==> src/rtl/env_tick_ctrl.sv <==
// End-of-test sequencer: ticks the checker channels, latches their stop/verdict,
// decides when the test ends, drains, and holds a single done/passed result.
module env_tick_ctrl #(
  parameter int unsigned NumChannels   = 4,
  parameter int unsigned CntWidth      = 32,
  parameter int unsigned TimeoutCycles = 100000,
  parameter int unsigned DrainCycles   = 16,
  parameter bit          FailFast      = 1'b1
) (
  input  logic                   clk_i,
  input  logic                   rst_i,
  input  logic                   start_i,
  input  logic [NumChannels-1:0] chan_stop_req_i,
  input  logic [NumChannels-1:0] chan_passed_i,
  output logic                   tick_o,
  output logic [NumChannels-1:0] stopped_o,
  output logic [CntWidth-1:0]    cycle_cnt_o,
  output logic                   done_o,
  output logic                   test_passed_o,
  output logic                   timeout_o
);

  localparam int unsigned DrainW = (DrainCycles > 0) ? $clog2(DrainCycles + 1) : 1;
  localparam logic [63:0] TimeoutLast = 64'(TimeoutCycles) - 64'd1;

  typedef enum logic [1:0] {
    S_IDLE,
    S_RUN,
    S_DRAIN,
    S_DONE
  } state_e;

  state_e                 state_q, state_d;
  logic [NumChannels-1:0] stopped_q, stopped_d;
  logic [NumChannels-1:0] new_stops;
  logic                   fail_q, fail_d;
  logic                   timeout_q, timeout_d;
  logic [CntWidth-1:0]    cnt_q, cnt_d;
  logic [DrainW-1:0]      drain_q, drain_d;
  logic                   end_run;

  // Counter holds at all-ones instead of wrapping.
  function automatic logic [CntWidth-1:0] sat_inc(input logic [CntWidth-1:0] v);
    return (&v) ? v : v + CntWidth'(1);
  endfunction

  // True in the last RUN cycle a timeout allows; never true when timeout is disabled.
  function automatic logic is_timeout_cycle(input logic [CntWidth-1:0] v);
    return (TimeoutCycles != 0) && (64'(v) == TimeoutLast);
  endfunction

  always_comb begin
    state_d   = state_q;
    stopped_d = stopped_q;
    fail_d    = fail_q;
    timeout_d = timeout_q;
    cnt_d     = cnt_q;
    drain_d   = drain_q;
    new_stops = '0;
    end_run   = 1'b0;
    unique case (state_q)
      S_IDLE, S_DONE: begin
        if (start_i) begin
          state_d   = S_RUN;
          stopped_d = '0;
          fail_d    = 1'b0;
          timeout_d = 1'b0;
          cnt_d     = '0;
          drain_d   = '0;
        end
      end
      S_RUN: begin
        // Only the first stop of a channel carries its verdict.
        new_stops = chan_stop_req_i & ~stopped_q;
        stopped_d = stopped_q | new_stops;
        fail_d    = fail_q | (|(new_stops & ~chan_passed_i));
        cnt_d     = sat_inc(cnt_q);
        timeout_d = is_timeout_cycle(cnt_q);
        end_run   = (&stopped_d) | (FailFast && fail_d) | timeout_d;
        if (end_run) state_d = S_DRAIN;
      end
      S_DRAIN: begin
        if (drain_q == DrainW'(DrainCycles)) state_d = S_DONE;
        else drain_d = drain_q + DrainW'(1);
      end
      default: state_d = S_IDLE;
    endcase
  end

  always_ff @(posedge clk_i) begin
    if (rst_i) begin
      state_q   <= S_IDLE;
      stopped_q <= '0;
      fail_q    <= 1'b0;
      timeout_q <= 1'b0;
      cnt_q     <= '0;
      drain_q   <= '0;
    end else begin
      state_q   <= state_d;
      stopped_q <= stopped_d;
      fail_q    <= fail_d;
      timeout_q <= timeout_d;
      cnt_q     <= cnt_d;
      drain_q   <= drain_d;
    end
  end

  assign tick_o        = (state_q == S_RUN);
  assign done_o        = (state_q == S_DONE);
  assign stopped_o     = stopped_q;
  assign cycle_cnt_o   = cnt_q;
  assign timeout_o     = timeout_q;
  assign test_passed_o = done_o & ~fail_q & ~timeout_q & (&stopped_q);

endmodule
==> config.mk <==
export PLATFORM = sky130hd
export DESIGN_NAME = env_tick_ctrl
export DESIGN_NICKNAME = d
export VERILOG_FILES = /design/src/rtl/env_tick_ctrl.sv
export SDC_FILE = /design/constraint.sdc
export NUM_CORES = 1
export LEC_CHECK = 0
export BUFFER_PORTS_ARGS = -buffer_cell sky130_fd_sc_hd__buf_2
export CAP_MARGIN = 20
export CORE_AREA = 2 2 73 75
export DETAILED_ROUTE_END_ITERATION = 16
export DIE_AREA = 0 0 75 77
export PLACE_DENSITY_LB_ADDON = 0.05
export SYNTH_ARGS = -nofsm -noshare
export SYNTH_HDL_FRONTEND = slang
export SYNTH_SLANG_ARGS = --single-unit
==> constraint.sdc <==
create_clock -name clk_i -period 2.8 [get_ports clk_i]
set_clock_uncertainty 0.1 [all_clocks]
set_input_delay 0 -clock clk_i [delete_from_list [all_inputs] [get_ports clk_i]]
set_output_delay 0 -clock clk_i [all_outputs]
set_load 0.05 [all_outputs]
==> impl_metrics.env <==
export IMPL_n_antenna_cell=0
export IMPL_clk_latency_ns=0.30
export IMPL_critPathMaxStageDelay_ns=0.47
export IMPL_cts_root_buf="clkbuf_8"
export IMPL_required_ns=2.93
export IMPL_ant_nets=0
export IMPL_cts_sinks=45
export IMPL_place_gp_congestion=0.804
export IMPL_post_cts_buffers=0
export IMPL_dr_pass1_iters=4
export IMPL_cp_max_fo=10
export IMPL_core_mm2=0.00498
export IMPL_grtUsageTotal=0.230
export IMPL_worst_slew_pin_slew_ns=0.553
export IMPL_synth_seq_area_share=0.367
export IMPL_first_global_vias=2232
export IMPL_finalCritPeriodShare=0.900
export IMPL_holdCritStartpoint="chan_passed_i[3]"
export IMPL_pwr_share_clk=0.241
export IMPL_nets=378
export IMPL_wl_met3_um=231
export IMPL_synth_nets=318
export IMPL_cts_tree="yes"
export IMPL_io_buffer_count=50
export IMPL_fmax_mhz=397
export IMPL_p_comb_frac=0.366
export IMPL_wire_per_inst_um=14.6
export IMPL_antenna_found_initial=0
export IMPL_seqPwrFrac=0.393
export IMPL_wl_um=6290
export IMPL_vias_per_cell=5.78
export IMPL_io_pins=51
export IMPL_die_height_um=77
export IMPL_intPower_mw=1.13
export IMPL_synth_ff_type="dfxtp_1"
export IMPL_path_buf_inv=2
export IMPL_initial_utilization=0.493
export IMPL_grt_max_degree=26
export IMPL_drive_gt1_frac=0.222
export IMPL_yosysWarnings=0
export IMPL_avgSynthCellArea_um2=8.17
export IMPL_rows=26
export IMPL_synth_edf_count=0
export IMPL_status="finished clean"
export IMPL_top_layer_used="met4"
export IMPL_final_util=0.598
export IMPL_final_area_mm2=0.00298
export IMPL_path_clk_slew_ns=0.08
export IMPL_critPathSlowestCell="or4_1"
export IMPL_cts_buffers=5
export IMPL_drc=0
export IMPL_p_sw_mw=0.704
export IMPL_cp_top_family="simple AND/OR/NAND/NOR gates"
export IMPL_finalHoldViolations=0
export IMPL_cellLeakagePower_nw=1.09
export IMPL_worst_ep_arrival_time_ns=2.65
export IMPL_area_growth_pct=21.4
export IMPL_drt_iter0_drc=139
export IMPL_wl_met2_um=2960
export IMPL_wl_met1_um=3030
export IMPL_setup_violations=0
export IMPL_htree_levels=2
export IMPL_holdCritPathClass="in -> reg"
export IMPL_syn_inst=300
export IMPL_num_vias=2493
export IMPL_cap_violations=0
export IMPL_worstSetupPathType="reg -> reg"
export IMPL_placed_area_mm2=0.00280
export IMPL_finalMaxSlewViolations=0
export IMPL_slew_headroom=0.628
export IMPL_rsz0062_at_grt="false"
export IMPL_yosys_top_cells_area="dfxtp_1 (37%), a21oi_1 (8.0%), or4_1 (6.1%)"
export IMPL_switching_share=0.384
export IMPL_finalSetupTns_ns=0
export IMPL_grt_ovfl_total=0
export IMPL_r2r_start="state_q[0]$_SDFFE_PP0P_"
export IMPL_p_per_area_mw_per_mm2=616
export IMPL_clk_path_buf_depth=2
export IMPL_async_flop_share=0
export IMPL_die_w_um=75
export IMPL_yosysTopAreaCellShare=0.367
export IMPL_dpl_hpwl_um=4450
export IMPL_grt_pass1_wl_um=10600
export IMPL_worstSetupEndpointType="flip-flop"
export IMPL_syn_cell_area_mm2=0.00245
export IMPL_synth_cell_types=44
export IMPL_fin_crit_ns=2.52
export IMPL_design_die_area_mm2=0.00578
export IMPL_path_cells="inv_1 > ha_1 > mux2i_1 > buf_4 > or3_1 > or4_1 > a21oi_1"
export IMPL_yosys_register_bits=45
export IMPL_crit_start="state_q[0]$_SDFFE_PP0P_"
export IMPL_cp_start_kind="flip-flop"
export IMPL_worst_ir_drop_vdd_mv=0.395
export IMPL_synth_top_cell_by_area="dfxtp_1"
==> final timing paths <==
| path | endpoint | slack [ns] | cells past startpoint |
|---|---|---|---|
| hold reg to reg | fail_q$_SDFFE_PP0P_ | 0.39 | 2 |
| setup / recovery | cycle_cnt_o[7]$_SDFFE_PP0P_ | 0.28 | 7 |
| hold / removal | fail_q$_SDFFE_PP0P_ | 0.12 | 4 |
| setup reg to reg | cycle_cnt_o[7]$_SDFFE_PP0P_ | 0.28 | 7 |
==> per-layer routing <==
metal  vias to the layer above  track usage
met5                         -            0
met4                         0       0.0714
met3                         7       0.0355
met2                        52        0.355
met1                      1169        0.326
li1                       1265            -
==> logic make-up after synthesis <==
| logic type | count (synthesis) | share of synthesized area |
|---|---|---|
| adders and majority gates | 7 | 0.0357 |
| and+or+nand+nor | 134 | 0.311 |
| muxes | 4 | 0.0189 |
| DFF | 45 | 0.367 |
| xor gates and xnor gates | 4 | 0.0143 |
| buffers and inverters | 21 | 0.0367 |
| AOI/OAI and AO/OA | 85 | 0.216 |
==> cell usage after synthesis (all sizes together) (7+ instances only) <==
cell and count:
a21oi 39, clkbuf 10, dfxtp 45, ha 7, inv 7, nand2 27, nand3 14, nand4 12
nor2 18, nor3 7, nor4 7, o21ai 15, o31ai 14, or3 14, or4 21
==> cells in the final DEF, fill, tap and decap left out, types with 3 or more instances in the layout <==
cell,instances
nand2_1,27
nand2b_1,3
clkbuf_8,7
or4_1,20
dlygate4sd3_1,7
nor3_1,5
nor4_1,6
a21oi_1,39
o31ai_1,14
xor2_1,3
o211ai_1,3
and3_1,3
nand4_1,12
buf_2,50
or3_1,13
dfxtp_1,45
nor2_1,18
buf_4,10
nand3_1,14
nor3b_1,3
ha_1,7
inv_1,7
o21a_1,3
o21ai_0,15
==> final cells by class <==
| class | count | area (um^2) |
|---|---|---|
| Timing Repair Buffer | 67 | 395 |
| Clock inverter | 1 | 5.00 |
| Tap cell | 70 | 87.6 |
| Multi-Input combinational cell | 234 | 1470 |
| Fill cell | 487 | 2000 |
| Inverter | 7 | 26.3 |
| Clock buffer | 7 | 96.3 |
| Sequential cell | 45 | 901 |
==> stage by stage <==
step	setup slack [ns]	power, mW	instances	hold slack, ns
3_3_place_gp	0.312	1.38	416	0.211
4_1_cts	0.241	1.85	431	0.108
2_1_floorplan	0.200	1.23	300	0.0891
3_5_place_dp	0.274	1.39	416	0.217
5_1_grt	0.0753	1.96	431	0.140
6_report	0.279	1.83	431	0.123
==> flip-flops by register name (all words and copies together) (netlist names) <==
name,count
timeout_o,1
cycle_cnt_o,32
stopped_o,4
state_q,2
drain_q,5
fail_q,1
==> worst reg2reg max path: cells and delay by family (launching register included) <==
kind / cells / cell delay [ns]
adder cells (fa/ha/maj): 1 / 0.40
buffers and inverters: 2 / 0.31
AO/OA/AOI/OAI: 1 / 0.14
AND/OR/NAND/NOR: 2 / 0.87
flip-flops: 1 / 0.39
multiplexers: 1 / 0.25
==> power by group through the flow <==
| stage | clock network [mW] | logic [mW] | registers (mW) |
|---|---|---|---|
| 3_5_place_dp | 0 | 0.658 | 0.736 |
| 4_1_cts | 0.457 | 0.671 | 0.721 |
| 6_report | 0.442 | 0.671 | 0.722 |
| 3_3_place_gp | 0 | 0.649 | 0.735 |
| 5_1_grt | 0.482 | 0.743 | 0.732 |
| 2_1_floorplan | 0 | 0.444 | 0.785 |
==> what timing repair did <==
action                                  4_1_cts  5_1_grt
hold buffers                                  7        0
gates resized for setup                       0        1
hold endpoints to repair                     10        0
endpoints found under the setup margin        0        4
No activity file was read; power rests on OpenSTA's default activity.
